$ cat src/rtl/seq_gen.sv
// rtl/seq_gen.sv - n-th term of Fibonacci/Lucas/Tribonacci/Pell with go/done handshake
//
// Purpose: computes term t(n) (1-based) of the recurrence chosen by mode,
// one new term per clock, with sticky overflow and a wrap or saturate policy.
//
// Ports:
//   clk      in   rising-edge clock
//   rst      in   asynchronous active-low reset
//   go       in   start request, accepted only in IDLE or DONE
//   mode     in   0 Fibonacci, 1 Lucas, 2 Tribonacci, 3 Pell (captured with go)
//   n        in   term index, 1-based; n=0 returns 0 (captured with go)
//   result   out  requested term, valid while done=1
//   overflow out  some term up to t(n) exceeded the result width, valid while done=1
//   busy     out  computation in progress
//   done     out  result valid, held until the next accepted go
module seq_gen #(
  parameter int INPUT_WIDTH  = 6,
  parameter int OUTPUT_WIDTH = 32,
  parameter bit SATURATE     = 1'b0
) (
  input  logic                    clk,
  input  logic                    rst,
  input  logic                    go,
  input  logic [1:0]              mode,
  input  logic [INPUT_WIDTH-1:0]  n,
  output logic [OUTPUT_WIDTH-1:0] result,
  output logic                    overflow,
  output logic                    busy,
  output logic                    done
);

  typedef enum logic [1:0] {IDLE, CALC, DONE} state_t;

  state_t state, state_nx;

  logic [1:0]              mode_r;
  logic [INPUT_WIDTH-1:0]  n_r;
  logic [INPUT_WIDTH-1:0]  idx;
  // r0 = t(idx), r1 = t(idx-1), r2 = t(idx-2)
  logic [OUTPUT_WIDTH-1:0] r0, r1, r2;
  logic                    ovf_acc;

  logic                    accept;
  logic                    finish;
  logic                    step;
  logic [INPUT_WIDTH-1:0]  base;
  logic [OUTPUT_WIDTH+1:0] sum;
  logic                    ovf_nx;
  logic [OUTPUT_WIDTH-1:0] term;
  logic [OUTPUT_WIDTH-1:0] final_val;

  assign base   = (mode_r == 2'd2) ? INPUT_WIDTH'(3) : INPUT_WIDTH'(2);
  assign accept = go && ((state == IDLE) || (state == DONE));
  assign finish = (state == CALC) && ((n_r <= base) || (idx == n_r));
  assign step   = (state == CALC) && !finish;

  always_ff @(posedge clk or negedge rst) begin
    if (!rst) state <= IDLE;
    else      state <= state_nx;
  end

  always_comb begin
    state_nx = state;
    busy     = 1'b0;
    done     = 1'b0;
    case (state)
      IDLE: if (go) state_nx = CALC;
      CALC: begin
        busy = 1'b1;
        if (finish) state_nx = DONE;
      end
      DONE: begin
        done = 1'b1;
        if (go) state_nx = CALC;
      end
      default: state_nx = IDLE;
    endcase
  end

  // Two spare carry bits hold the worst case 3*(2^W-1) of the Tribonacci sum.
  always_comb begin
    sum = '0;
    case (mode_r)
      2'd2:    sum = {2'b00, r0} + {2'b00, r1} + {2'b00, r2};
      2'd3:    sum = {1'b0, r0, 1'b0} + {2'b00, r1};
      default: sum = {2'b00, r0} + {2'b00, r1};
    endcase
  end

  assign ovf_nx = ovf_acc || (sum[OUTPUT_WIDTH+1:OUTPUT_WIDTH] != 2'b00);
  assign term   = (SATURATE && ovf_nx) ? '1 : sum[OUTPUT_WIDTH-1:0];

  // For n <= base no iteration happens; pick the seed whose index matches n.
  always_comb begin
    final_val = r0;
    if (n_r == '0)                           final_val = '0;
    else if (n_r >= base)                    final_val = r0;
    else if ((base - n_r) == INPUT_WIDTH'(1)) final_val = r1;
    else                                     final_val = r2;
  end

  always_ff @(posedge clk or negedge rst) begin
    if (!rst) begin
      mode_r   <= '0;
      n_r      <= '0;
      idx      <= '0;
      r0       <= '0;
      r1       <= '0;
      r2       <= '0;
      ovf_acc  <= 1'b0;
      result   <= '0;
      overflow <= 1'b0;
    end else if (accept) begin
      mode_r   <= mode;
      n_r      <= n;
      ovf_acc  <= 1'b0;
      overflow <= 1'b0;
      r0       <= OUTPUT_WIDTH'(1);
      r1       <= (mode == 2'd1) ? OUTPUT_WIDTH'(2) : '0;
      r2       <= '0;
      idx      <= (mode == 2'd2) ? INPUT_WIDTH'(3) : INPUT_WIDTH'(2);
    end else if (step) begin
      r2      <= r1;
      r1      <= r0;
      r0      <= term;
      ovf_acc <= ovf_nx;
      idx     <= idx + INPUT_WIDTH'(1);
    end else if (finish) begin
      result   <= final_val;
      overflow <= ovf_acc;
    end
  end

endmodule

$ cat config.mk
export PLATFORM = sky130hd
export DESIGN_NAME = seq_gen
export DESIGN_NICKNAME = d
export VERILOG_FILES = /design/src/rtl/seq_gen.sv
export SDC_FILE = /design/constraint.sdc
export NUM_CORES = 1
export LEC_CHECK = 0
export BUFFER_PORTS_ARGS = -buffer_cell sky130_fd_sc_hd__buf_2
export CORE_ASPECT_RATIO = 1.25
export CORE_MARGIN = 1
export CORE_UTILIZATION = 45
export CTS_BUF_LIST = sky130_fd_sc_hd__clkbuf_4 sky130_fd_sc_hd__clkbuf_8
export DETAILED_ROUTE_END_ITERATION = 7
export PLACE_DENSITY = 0.7
export RECOVER_POWER = 25
export SLEW_MARGIN = 40
export SYNTH_ARGS = -nofsm -noshare
export SYNTH_HDL_FRONTEND = slang
export SYNTH_SLANG_ARGS = --single-unit
$ cat constraint.sdc
create_clock -name clk -period 4.6 [get_ports clk]
set_clock_uncertainty 0.05 [all_clocks]
set_input_delay 0.46 -clock clk [delete_from_list [all_inputs] [get_ports clk]]
set_output_delay 0.46 -clock clk [all_outputs]
set_load 0.01 [all_outputs]
=== Word-level counts from Yosys, hierarchy flattened ===
Index checks and enable logic that the tools add are counted.

* Add/subtract/negate cells: 5
* Multipliers: 0
* Div/mod/pow operators: 0
* Order comparisons: 2
* Eq/ne operators: 11
* Shift operators: 0
* Multiplexer cells: 25
* Bitwise logic cells: 2
* Reduce and logical (&&, ||, !) cells: 16

{| class="wikitable"
|+ Operators with widths
! kind !! number
|-
| $mux W32 || 9
|-
| $pmux W34 S2 || 1
|-
| $add A33 B32 Y34 || 1
|-
| $add A34 B32 Y34 || 1
|-
| $add A32 B32 Y33 || 1
|-
| $mux W6 || 2
|-
| $mux W1 || 9
|-
| $eq A2 B2 Y1 const B || 4
|-
| $add A6 B1 Y6 const B || 1
|-
| $eq A6 B1 Y1 const B || 1
|-
| $eq A6 B6 Y1 || 1
|-
| $ge A6 B2 Y1 || 1
|-
| $le A6 B2 Y1 || 1
|-
| $logic_not A6 Y1 || 1
|-
| $mux W2 || 3
|-
| $reduce_bool A2 Y1 || 3
|-
| $sub A2 B6 Y6 || 1
|-
| $eq A2 B1 Y1 const B || 2
|-
| $ne A2 B2 Y1 const B || 2
|-
| $pmux W2 S2 || 1
|-
| $reduce_and A2 Y1 || 2
|-
| $logic_and A1 B1 Y1 || 3
|-
| $logic_or A1 B1 Y1 || 3
|-
| $reduce_and A3 Y1 || 1
|-
| other kinds (5) || 6
|}

* Register bits: 146
* Latch bits: 0
* Bits in writable memories: 0
* ROM bits: 0
* Input port bits: 11
* Word-level logic and storage cells: 71
* Memories kept: 0

=== Logic depth before layout (Yosys ltp) ===
* Depth in word-level cells: 9
* Depth in mapped cells: 24
* Depth with buffers taken out: 24

=== Least setup slack after synthesis ===
No wires, ideal clock.

* Path type: register -> register
* Start: register r0[0]
* End: register ovf_acc
* Library setup time: 0.078 ns
* Data arrival time: 4.533 ns
* Data required time: 4.472 ns
* Setup slack: -0.060 ns
* Cell stages (with the launch flop): 25
* Period minus slack after synthesis: 4.660 ns
* Path through: dfrtp_1 -> ha_1 -> inv_1 -> fa_1 -> nor2b_4 -> o31ai_4 -> a2111oi_2 -> nor2_1 -> nor2_1 -> nor2_1 -> o31ai_1 -> a21o_1 -> xnor2_1 -> inv_1 -> ha_1 -> a2111oi_0 -> o221ai_1 -> nand2_1 -> a2bb2oi_1 -> o21ai_2 -> a211oi_4 -> o21ai_1 -> a2111oi_0 -> a2111oi_1 -> a21oi_1

* Longest elaborated chain between the ends: 7
* Elaborated cells between the ends (all ways): 8

{| class="wikitable"
|+ RTL lines
! item !! RTL line !! source
|-
| from (decl) || 40 || <nowiki>logic [OUTPUT_WIDTH-1:0] r0, r1, r2;</nowiki>
|-
| from (signal assigned) || 125 || <nowiki>r0 <= term;</nowiki>
|-
| $add A32 B32 Y33 || 84, 86 ||
|-
| $add A34 B32 Y34 || 84 || <nowiki>2'd2: sum = {2'b00, r0} + {2'b00, r1} + {2'b00, r2};</nowiki>
|-
| $pmux W34 S2 (*) || 83 || <nowiki>case (mode_r)</nowiki>
|-
| $reduce_bool A2 Y1 (*) || 90 || <nowiki>assign ovf_nx = ovf_acc || (sum[OUTPUT_WIDTH+1:OUTPUT_WIDTH] != 2'b00);</nowiki>
|-
| $logic_or A1 B1 Y1 (*) || 90 ||
|-
| $mux W1 (*) || 122 || <nowiki>end else if (step) begin</nowiki>
|-
| $mux W1 (*) || 113 || <nowiki>end else if (accept) begin</nowiki>
|-
| to (signal assigned) || 126 || <nowiki>ovf_acc <= ovf_nx;</nowiki>
|-
| to (decl) || 41 || <nowiki>logic ovf_acc;</nowiki>
|}

Mark *: on every way between the ends. The rest lies on a longest branch, timed or not. The select of a mux whose other input is x is not followed.
A chain may end at the register's enable or synchronous reset.

=== Worst setup path in the final report ===
* Start: register r0[0]
* End: register r0[30]

* Longest elaborated chain between the ends: 5
* Elaborated cells between the ends (all ways): 6

{| class="wikitable"
|+ RTL lines
! item !! RTL line
|-
| $add A32 B32 Y33 || 84, 86
|-
| $add A34 B32 Y34 || 84
|-
| $pmux W34 S2 (*) || 83
|-
| $mux W32 (*) || 122
|-
| $mux W32 (*) || 113
|}

Marks and branches as above.

==> key figures <==
STA
  – Slew @ Worst Pin: 2.10 ns
  – Endpoints failing hold: 0
  – Final Max Tran Viols: 77
  – Rel. slew slack: -40.1%
  – Clock period minus worst slack: 4.80 ns
  – Final period utilization: 104%
  – Fin worst setup slack: -0.201 ns
  – Final Setup Violations: 10
  – RSZ-0062 raised after global routing: yes
  – Setup TNS: -1.14 ns
  – Achievable Freq: 208 MHz

Layout
  – Layout Area Growth over Synthesis: 19.5%
  – # fillers: 2405
  – Most frequent cells in the layout: 269 x nand2_1, 146 x dfrtp_1, 140 x buf_4, 100 x a21oi_1, 95 x ha_1
  – Share of cells above drive strength 1: 19.1%
  – Area occupied by multi-input gates: 0.00818 mm2
  – Layout Cells excl Fill: 1938
  – Most common cell after layout, fill and taps aside: nand2_1
  – Seq. cell area: 0.00365 mm2
  – Nets: 1697
  – Diode count: 0

Setup path
  – R2R Path Start: r0[0]$_DFFE_PN0P_
  – Reg2reg path depth: 24
  – Required @ worst endpoint: 4.99 ns
  – Worst R2R Setup Slack: -0.20 ns
  – Kind of critical path: flop to flop
  – Crit path DAT: 5.19 ns
  – CP endpoint kind: flop
  – Crit path max fanout: 5
  – CP startpoint: r0[0]$_DFFE_PN0P_
  – Worst setup SP type: flop

GRT
  – First-pass GRT wire length: 57.8 mm
  – Vias in the first global route: 11429
  – GR Overflow Total: 0
  – Total Routing Usage GR: 26.8%
  – Antenna violations before repair: 0
  – Largest net degree at the start of global routing: 77

Die
  – Chip height: 183 um
  – FP Rows: 66
  – Die area: 0.0269 mm2
  – Num ports: 46
  – Core area: 0.0259 mm2
  – Initial Util: 45.6%
  – Die W: 147 um

Clock network
  – Clk slew on worst S/H paths: 0.09 ns
  – H-tree level count: 4
  – Num CTS Buffers: 17
  – Clock sinks: 146
  – CTS tree: yes
  – Clock Root Buffer: clkbuf_8
  – CTS Buffer Depth: 2
  – Skew-Pair Late Insertion Delay: 0.50 ns

Synthesis
  – Synth area leaders: dfrtp_1 31%, ha_1 10%, nand2_1 8.6%
  – Synth Net Count: 1563
  – Synth Flop Type: dfrtp_1
  – Adder-cell share of the synthesized area: 10.9%
  – Sequential-to-total area share from yosys stat: 30.9%
  – Seq cells post-synth: 146
  – Compound-cell area share of the yosys netlist: 25.1%
  – Xor and xnor area share after synthesis: 6.66%
  – Gate Count Post-Synth: 1451
  – Largest family of logic cells by synthesized area: compound AO/OA/AOI/OAI gates
  – Synth unique cells: 79
  – Mux cell area share after synthesis: 3.23%
  – Share of synthesized registers carrying an async set or reset: 100%
  – Post-synthesis instance area: 0.0118 mm2
  – Average cell area after synthesis: 8.15 um2
  – Post-Synth Simple-Gate Area: 20.0%
  – Area leader, netlist: dfrtp_1
  – Yosys top cell area share: 30.9%
  – Number of flops mapped to enable cells by yosys: 0
  – Yosys synthesis warning count: 0

Placement
  – DP HPWL: 25.5 mm
  – Placed cells: 1892
  – RD Place Congestion: 0.944
  – Port buffer count: 45

Detailed routing
  – TritonRoute pass-1 iters: 4
  – Routed WL per cell: 18.2 um
  – Total wire length: 35.3 mm
  – Post-route ant nets: 0
  – # DRC: 0
  – Vias per cell: 5.99
  – Iter 0 DRT Violations: 773
  – Vias after detailed routing: 11601

Flow run
  – Max_cap viols: 1

Status
  – Status: finished, violations left
  – Failing checks: max-capacitance violations, max-slew violations, negative setup slack

Hold path
  – Hold Startpoint: n[2]
  – Hold WC Path Type: primary input to flop
  – Hold Path Depth: 3
worst max-delay path, stage by stage (launching register included):
cell and delay (ns):
dfrtp_1 0.39, ha_2 0.19, inv_2 0.05, fa_2 0.24
nor2b_4 0.06, o31ai_4 0.25, buf_4 0.17, a21oi_2 0.04
or2_1 0.22, a21o_1 0.18, a21o_1 0.18, a221o_1 0.33
a21oi_2 0.19, xnor2_2 0.11, ha_4 0.30, o211ai_1 0.11
a2111o_1 0.41, a21o_1 0.19, o21ai_2 0.19, a211oi_4 0.07
buf_4 0.14, or4_4 0.42, nand3_2 0.10, o221ai_2 0.09
nand2_1 0.08
kinds of logic (layout without fill, tap and decap cells):
family,after synthesis,after routing
mux,38,38
xor+xnor,90,90
compound gates,446,446
fa+ha+maj,101,101
flops,146,146
buf+inv,103,250
simple gates,527,527
cell usage after synthesis, types with 8 or more instances:
cell type / number
and2_1: 8
nor2_1: 64
nor3_1: 26
o221ai_1: 8
nand3_1: 80
a21oi_1: 108
mux2i_1: 37
o21ai_0: 100
nand2b_1: 12
nand4_1: 15
clkbuf_1: 64
xnor2_1: 56
nand2_1: 271
a211oi_1: 19
dfrtp_1: 146
a31oi_1: 11
a22o_1: 33
a21o_1: 41
o21bai_1: 15
o21ai_1: 20
nor2b_1: 10
o211ai_1: 22
o21a_1: 10
and3_1: 13
ha_1: 98
inv_1: 27
xor2_1: 34
metrics by stage:
stage	util, %	hold slack, ns	instance area (um2)	setup WS [ns]
final	54.5	0.107	14100	-0.201
after global placement	50.9	0.434	13200	-0.311
after CTS	53.5	0.0796	13900	-0.207
after detailed placement	51.1	0.436	13200	-0.490
after global routing	54.5	0.107	14100	-0.412
after floorplan	-	0.114	11800	0.00673
area by class of cell:
type | instances | area share, %
Clock buffer | 18 | 1.71
Tap cell | 340 | 3.01
Clock inverter | 14 | 1.34
Multi-Input combinational cell | 1202 | 57.9
Inverter | 28 | 0.744
Timing Repair Buffer | 190 | 9.47
Sequential cell | 146 | 25.8
per-layer routing:
layer  vias to the layer above  track usage [%]  wire length, um
li1                       5532                -                -
met1                      5653             31.9            15000
met2                       315             47.1            17400
met3                       101             3.98             1440
met4                         0             12.9             1460
met5                         -                0                0
repair_timing:
item,4_1_cts,5_1_grt
hold buffers,1,0
resized for setup,35,42
hold endpoints to repair,62,0
setup buffers,5,9
pin swaps,35,34
endpoints found under the setup margin,15,20
flip-flops by register name (all words and copies together), names as in the netlist:
| name | count |
|---|---|
| idx | 6 |
| ovf_acc | 1 |
| r2 | 32 |
| result | 32 |
| mode_r | 2 |
| n_r | 6 |
| overflow | 1 |
| state | 2 |
| r0 | 32 |
| r1 | 32 |
path summary, 6_finish.rpt:
| check | endpoint |
|---|---|
| hold reg to reg | result[4]$_DFFE_PN0P_ |
| max in group asynchronous | r0[17]$_DFFE_PN0P_ |
| setup reg to reg | r0[30]$_DFFE_PN0P_ |
| setup / recovery | r0[30]$_DFFE_PN0P_ |
| min in group asynchronous | r1[1]$_DFFE_PN0P_ |
| hold / removal | n_r[2]$_DFFE_PN0P_ |
Power is left out: the tool's default activity adds up to more than one toggle a clock period on the data nets, which glitch-free logic cannot reach.
